==> config.mk <==
export PLATFORM = sky130hd
export DESIGN_NAME = regfile_sb
export DESIGN_NICKNAME = d
export VERILOG_FILES = /design/src/rtl/rf_pkg.sv /design/src/rtl/rf_scoreboard.sv /design/src/rtl/regfile_sb.sv
export SDC_FILE = /design/constraint.sdc
export NUM_CORES = 2
export LEC_CHECK = 0
export BUFFER_PORTS_ARGS = -buffer_cell sky130_fd_sc_hd__buf_2
export CAP_MARGIN = 0
export CORE_UTILIZATION = 50
export DETAILED_ROUTE_END_ITERATION = 8
export GPL_TIMING_DRIVEN = 1
export HOLD_SLACK_MARGIN = 0.1
export PLACE_DENSITY_LB_ADDON = 0.12
export REMOVE_ABC_BUFFERS = 1
export SLEW_MARGIN = 10
export SYNTH_ARGS = -nofsm -noshare
export SYNTH_HDL_FRONTEND = slang
export SYNTH_SLANG_ARGS = --single-unit
==> constraint.sdc <==
create_clock -name clk -period 93.3 [get_ports clk]
set_clock_uncertainty 0.1 [all_clocks]
set_input_delay 9.33 -clock clk [delete_from_list [all_inputs] [get_ports clk]]
set_output_delay 9.33 -clock clk [all_outputs]
set_load 0.005 [all_outputs]
==> src/rtl/rf_pkg.sv <==
// rf_pkg: constants shared by the register file and the write-back stage.
//   WB2RF_WD          width of the write-back bus {we, waddr, wdata}
//   REG_NUM           number of architectural integer registers
//   RF_AW             register-address width
//   XLEN              register data width
//   WE_BIT, WADDR_*, WDATA_*   field offsets inside the write-back bus
// Helper wb2rf_pack builds a write-back bus word from its fields.
package rf_pkg;

    localparam int unsigned WB2RF_WD  = 70;
    localparam int unsigned REG_NUM   = 32;
    localparam int unsigned RF_AW     = 5;
    localparam int unsigned XLEN      = 64;

    localparam int unsigned WE_BIT    = 69;
    localparam int unsigned WADDR_MSB = 68;
    localparam int unsigned WADDR_LSB = 64;
    localparam int unsigned WDATA_MSB = 63;
    localparam int unsigned WDATA_LSB = 0;

    function automatic logic [WB2RF_WD-1:0] wb2rf_pack(
        input logic            we,
        input logic [RF_AW-1:0] waddr,
        input logic [XLEN-1:0]  wdata
    );
        logic [WB2RF_WD-1:0] bus;
        bus                        = '0;
        bus[WE_BIT]                = we;
        bus[WADDR_MSB:WADDR_LSB]   = waddr;
        bus[WDATA_MSB:WDATA_LSB]   = wdata;
        return bus;
    endfunction

endpackage

==> src/rtl/rf_scoreboard.sv <==
// rf_scoreboard: one busy bit per architectural register.
// Ports:
//   clk, rst              clock, asynchronous active-high reset
//   flush                 clears every busy bit (beats a same-cycle set)
//   set_en, set_addr      issuing instruction marks its destination busy
//   clr_en, clr_addr      write-back retirement clears the destination
//   busy                  registered busy bits; bit 0 is always 0
module rf_scoreboard
    import rf_pkg::*;
#(
    parameter int unsigned REG_NUM = rf_pkg::REG_NUM
) (
    input  logic               clk,
    input  logic               rst,
    input  logic               flush,
    input  logic               set_en,
    input  logic [RF_AW-1:0]   set_addr,
    input  logic               clr_en,
    input  logic [RF_AW-1:0]   clr_addr,
    output logic [REG_NUM-1:0] busy
);

    logic [REG_NUM-1:0] busy_nxt;

    // Clear is applied before set so that a new producer issuing in the
    // same cycle an older one retires keeps the register busy.
    always_comb begin
        busy_nxt = busy;
        if (flush) begin
            busy_nxt = '0;
        end else begin
            if (clr_en) busy_nxt[clr_addr] = 1'b0;
            if (set_en) busy_nxt[set_addr] = 1'b1;
        end
        busy_nxt[0] = 1'b0;
    end

    always_ff @(posedge clk or posedge rst) begin
        if (rst) busy <= '0;
        else     busy <= busy_nxt;
    end

endmodule

==> src/rtl/regfile_sb.sv <==
// regfile_sb: integer register file with write-back port, two combinational
// read ports and a busy-bit scoreboard (rf_scoreboard).
// Ports:
//   clk, rst                    clock, asynchronous active-high reset
//   wb2rf_bus                   {we, waddr, wdata} from the WB stage
//   flush                       clears the scoreboard
//   sb_set_en, sb_set_addr      decode marks a destination busy
//   rs1_addr/rs2_addr           read addresses
//   rs1_data/rs2_data           read data (x0 reads 0)
//   rs1_busy/rs2_busy           source has a pending write
//   busy_vec                    registered scoreboard bits
// Configuration macro: RF_BYPASS_EN -- when defined, a same-cycle write-back
// to a read address is forwarded to the read port and reported not busy.
module regfile_sb
    import rf_pkg::*;
#(
    parameter int unsigned WB2RF_WD = rf_pkg::WB2RF_WD,
    parameter int unsigned REG_NUM  = rf_pkg::REG_NUM
) (
    input  logic                clk,
    input  logic                rst,
    input  logic [WB2RF_WD-1:0] wb2rf_bus,
    input  logic                flush,
    input  logic                sb_set_en,
    input  logic [RF_AW-1:0]    sb_set_addr,
    input  logic [RF_AW-1:0]    rs1_addr,
    input  logic [RF_AW-1:0]    rs2_addr,
    output logic [XLEN-1:0]     rs1_data,
    output logic [XLEN-1:0]     rs2_data,
    output logic                rs1_busy,
    output logic                rs2_busy,
    output logic [REG_NUM-1:0]  busy_vec
);

    logic               we;
    logic [RF_AW-1:0]   waddr;
    logic [XLEN-1:0]    wdata;
    logic [XLEN-1:0]    regs [REG_NUM];

    assign we    = wb2rf_bus[WE_BIT];
    assign waddr = wb2rf_bus[WADDR_MSB:WADDR_LSB];
    assign wdata = wb2rf_bus[WDATA_MSB:WDATA_LSB];

    always_ff @(posedge clk or posedge rst) begin
        if (rst) begin
            for (int unsigned i = 0; i < REG_NUM; i++) regs[i] <= '0;
        end else if (we && (waddr != '0)) begin
            regs[waddr] <= wdata;
        end
    end

    rf_scoreboard #(
        .REG_NUM (REG_NUM)
    ) u_scoreboard (
        .clk      (clk),
        .rst      (rst),
        .flush    (flush),
        .set_en   (sb_set_en),
        .set_addr (sb_set_addr),
        .clr_en   (we),
        .clr_addr (waddr),
        .busy     (busy_vec)
    );

    // Read ports look only at the array, the registered busy bits and the
    // write-back bus; sb_set_* never reaches an output in the same cycle.
    always_comb begin
        rs1_data = (rs1_addr == '0) ? '0 : regs[rs1_addr];
        rs1_busy = busy_vec[rs1_addr];
`ifdef RF_BYPASS_EN
        if (we && (waddr == rs1_addr) && (rs1_addr != '0)) begin
            rs1_data = wdata;
            rs1_busy = 1'b0;
        end
`else
`endif
    end

    always_comb begin
        rs2_data = (rs2_addr == '0) ? '0 : regs[rs2_addr];
        rs2_busy = busy_vec[rs2_addr];
`ifdef RF_BYPASS_EN
        if (we && (waddr == rs2_addr) && (rs2_addr != '0)) begin
            rs2_data = wdata;
            rs2_busy = 1'b0;
        end
`else
`endif
    end

endmodule

* Word level (Yosys, flattened, before mapping)
Cells that the tools add are included.
** Word-level totals
- Register bits :: 2079
- Logic and storage cells :: 79
** Cells by class
- Reductions and logical operators :: 7
- Mux-type cells :: 23
- Order comparisons :: 10
- Bitwise operators :: 6
** Operator list (count)
- $bwmux W2048 :: 1
- $bmux W64 S5 :: 2
- $mux W64 :: 7
- $demux W64 S5 :: 1
- $mux W32 :: 4
- $and A32 B32 Y32 :: 1
- $not A32 Y32 :: 1
- $or A32 B32 Y32 :: 1
- $lt A5 B6 Y1 const B :: 4
- $ge A6 B6 Y1 const B :: 3
- $not A5 Y6 :: 3
- $bmux W1 S5 :: 2
- $demux W1 S5 :: 2
- $ge A5 B1 Y1 const B :: 2
- $logic_not A5 Y1 :: 2
- $lt A6 B1 Y1 const B :: 1
- $reduce_bool A5 Y1 :: 1
- $logic_and A1 B1 Y1 :: 4
- $mux W1 :: 4

* Logic depth before layout (Yosys ltp)
- Depth in word-level cells :: 11
- Mapped depth :: 10
- Mapped depth without buffers :: 4

* Cells and area by module
From an unflattened synthesis, not the netlist that was laid out.
** Second synthesis, totals
- Cells, all modules :: 7281
- Area, all modules :: 109930.4 um^2
** By module, submodules not included
- regfile_sb :: sequential area each 51249.2 um^2, cells each 7124, times used 1, area each 108421.5 um^2
- rf_scoreboard :: sequential area each 775.7 um^2, cells each 157, times used 1, area each 1508.9 um^2

* Worst setup path after synthesis
OpenSTA, ideal clock, no wires.
- Kind :: input to output
- Start point :: input port rs2_addr[1]
- End point :: output port rs2_data[32]
- Data arrival time :: 11.109 ns
- Cell stages on the path :: 6
- Data required time :: 83.870 ns
- Path slack :: 72.761 ns
- Path through :: buf_4 > clkbuf_1 > buf_1 > mux4_2 > mux4_2 > a21o_1
** Between the ends
- Longest elaborated chain between the ends :: 5
** RTL lines
- start: declaration :: line regfile_sb.sv:27 : input logic [RF_AW-1:0] rs2_addr,
- $not A5 Y6 (not written as such) :: line regfile_sb.sv:80 : rs2_data = (rs2_addr == '0) ? '0 : regs[rs2_addr];
- $bmux W64 S5 :: line regfile_sb.sv:80
- $mux W64 (not written as such) (2 in series) :: line regfile_sb.sv:80
- $mux W64 * :: line regfile_sb.sv:80
- end: declaration :: line regfile_sb.sv:29 : output logic [XLEN-1:0] rs2_data,
Mark *: on every way between the ends. The rest lies on a longest branch, timed or not. The select of a mux whose other input is x is not followed.

* Final worst setup path
- Start point :: input port rs2_addr[0]
- End point :: output port rs2_data[43]
The elaborated chain is that of the path after synthesis.

==> metrics.yaml <==
p_switching_uw: 707.1
cts.sinks: 2078
fmax_mhz: 41.33
nets: 6868
r2r_cells: 2
synth_most_common_cell: "dfrtp_1"
yosysTopAreaCell: "dfrtp_1"
portBuffers: 249
post_cts_buffers: 0
finalCriticalPeriod_ns: 24.20
grt.total_usage: 0.3117
area_delta_synth_final_pct: 9.481
slew_violations: 0
ctsHoldBuffers: 0
yosysTopAreaCellShare: 0.4727
peakVddDrop_v: 0.00001901
ys.warnings.count: 0
drv_cap: 0
cts_root_buf: "clkbuf_16"
synthCells: 6967
swShare: 0.2679
yosys-top-cells-count: "dfrtp_1, mux2_2, mux4_2"
path_class: "input port to output port"
critPathCapture: "rs2_data[43]"
grt-ovfl-total: 0
setup_viol: 0
leakagePower_uw: 0.05282
antenna_found_initial: 27
clock_power_share: 0.348
startpoint_type: "input port"
ioPinCount: 251
post_drt_wl_per_cell_um: 34.84
endpoint_kind: "output port"
die_h_um: 471.1
via_per_inst: 6.813
postSynthAreaPerCell_um2: 15.79
worstReg2RegEnd: "u_scoreboard.busy[1]"
clkLatencyLatePin_ns: 0.87
final_core_util: 0.5530
die_area_mm2: 0.2219
r2r-start: "u_scoreboard.busy[1]"
rows: 171
tightest_slew_ns: 1.386
rsz0062_at_grt: "false"
power_density_mw_per_mm2: 21.91
hold_path.class: "flop to flop"
max-clock-path-buffers: 3
wl_um: 342800
drtAntennaViolNets: 0
cp-startpoint: "rs2_addr[0]"
grt_pass1_vias: 69300
whs_path_depth: 0
drt_pass1_iterations: 7
clk_pin_slew_ns: 0.06
gp_congestion: 0.8040
final_cell_area_mm2: 0.1204
syn-cell-area_mm2: 0.1100
vias: 67040
cp.required_ns: 83.87
synth_edf_count: 0
cp_data_arrival_time_ns: 14.77
share_comb_of_total_power: 0.200
relSlewSlack: 0.07378
synthTopCellsByArea: "dfrtp_1, mux4_2, mux2_2"
synth_cell_types: 58
drive_above_1_share: 0.5628
ys_ff_latch: 2078
synth_ff_type: "dfrtp_1"
finalHoldWorstSlack_ns: 0.2765
h-tree-depth: 4
p_seq_frac: 0.452
start_util: 0.5051
seq_area_frac_synth: 0.4727
outcome: "finished, final reports clean"
hold_violations: 0
setup_tns_ns: 0
min_period_over_period: 0.2594
cts_tree: "yes"
coreArea_mm2: 0.2178
power_uw: 2640
die_w_um: 471.1
grt_pass1_wl_um: 504100
cts_buffers: 222
final.fill_count: 17430
drt_iter0_drc: 5938
grt_start_max_net_pins: 179
drc: 0
regToRegSetupSlack_ns: 92.37
placed_cell_area_mm2: 0.1128
cp_max_fo: 85
async_flop_share: 1.000
p_int_uw: 1932
cts_resized: 0
place_hpwl_um: 187600
-- placed cells by master (no fill, tap or decap), types with 7 or more instances in the layout --
cell type / n
mux2i_1: 302
a221oi_1: 7
nor2_4: 15
mux4_2: 1078
nand3_1: 7
buf_2: 239
mux2_1: 22
nor3_1: 16
nand2b_1: 16
o22ai_1: 120
a21o_1: 79
o221ai_1: 11
clkbuf_16: 225
nand2_1: 52
nand3b_1: 7
a2111oi_0: 7
nor2b_1: 21
a21oi_1: 24
clkbuf_1: 61
nor3b_1: 9
dfrtp_1: 2078
a32oi_1: 7
buf_4: 147
a211oi_1: 21
mux2_2: 2021
o21ai_0: 28
clkinv_2: 40
clkbuf_8: 64
a221o_1: 8
a31oi_1: 10
diode_2: 12
bufinv_16: 15
buf_12: 11
nand2_4: 15
nor2_1: 44
or2_2: 15
nor4_1: 10
and3_1: 8
a22oi_1: 29
-- worst max-delay path, stage by stage --
cell and delay (ns):
buf_8 0.47, buf_4 0.83, buf_12 0.61, buf_4 0.79
buf_4 0.90, mux4_2 0.61, mux4_2 0.46, a211o_1 0.42
buf_2 0.17
-- metal layers --
| metal | up-vias | global-route usage | part of all wire |
|---|---|---|---|
| li1 | 26760 | - | - |
| met1 | 37250 | 0.4329 | 0.42 |
| met2 | 2397 | 0.4973 | 0.48 |
| met3 | 624 | 0.04990 | 0.060 |
| met4 | 12 | 0.1149 | 0.039 |
| met5 | - | 0 | 0.00021 |
-- sequential cells by signal, summed over array words and instances, names as in the netlist --
signal,flops
u_scoreboard.busy,31
regs,2047
-- through the flow --
step	worst slack, ns	cells
5_1_grt	68.61	9835
3_5_place_dp	68.86	9409
2_1_floorplan	25.17	6151
4_1_cts	68.85	9828
3_3_place_gp	68.87	9409
6_report	69.10	9840
-- logic make-up (layout without fill, tap and decap cells) --
kind of cell	after synthesis	in the layout	share of synthesized area
AND/OR/NAND/NOR	263	263	0.01224
AO/OA/AOI/OAI	380	380	0.02437
flip-flops	2078	2078	0.4727
buffers and inverters	822	829	0.03344
multiplexers	3423	3423	0.4573
other	1	13	0.00003409
-- worst min path at each step --
| stage | slack [ns] | endpoint | startpoint |
|---|---|---|---|
| 2_1_floorplan | 0.25 | regs[1995] | regs[1995] |
| 3_3_place_gp | 0.26 | regs[2021] | regs[2021] |
| 3_5_place_dp | 0.26 | regs[2021] | regs[2021] |
| 4_1_cts | 0.28 | regs[2021] | regs[2021] |
| 5_1_grt | 0.29 | regs[1995] | regs[1995] |
| 6_report | 0.28 | regs[2009] | regs[2009] |
-- layout make-up --
class,count,area (µm²),share of cell area
multi-input combinational,4067,54600,0.4533
sequential,2078,52000,0.4317
clock buffer,350,6740,0.05596
tap,2854,3571,0.02965
timing repair buffer,404,2621,0.02176
clock inverter,69,835.8,0.006939
inverter,6,45.04,0.0003740
antenna,12,30.03,0.0002493
-- power groups by stage --
stage               Clock (µW)  Combinational [µW]  Sequential (µW)
global placement             0                 520             1190
detailed placement           0                 531             1200
CTS                        934                 533             1190
floorplan                    0                 394             1170
global route               968                 566             1210
finish                     917                 529             1190
No activity file was read; power rests on OpenSTA's default activity.
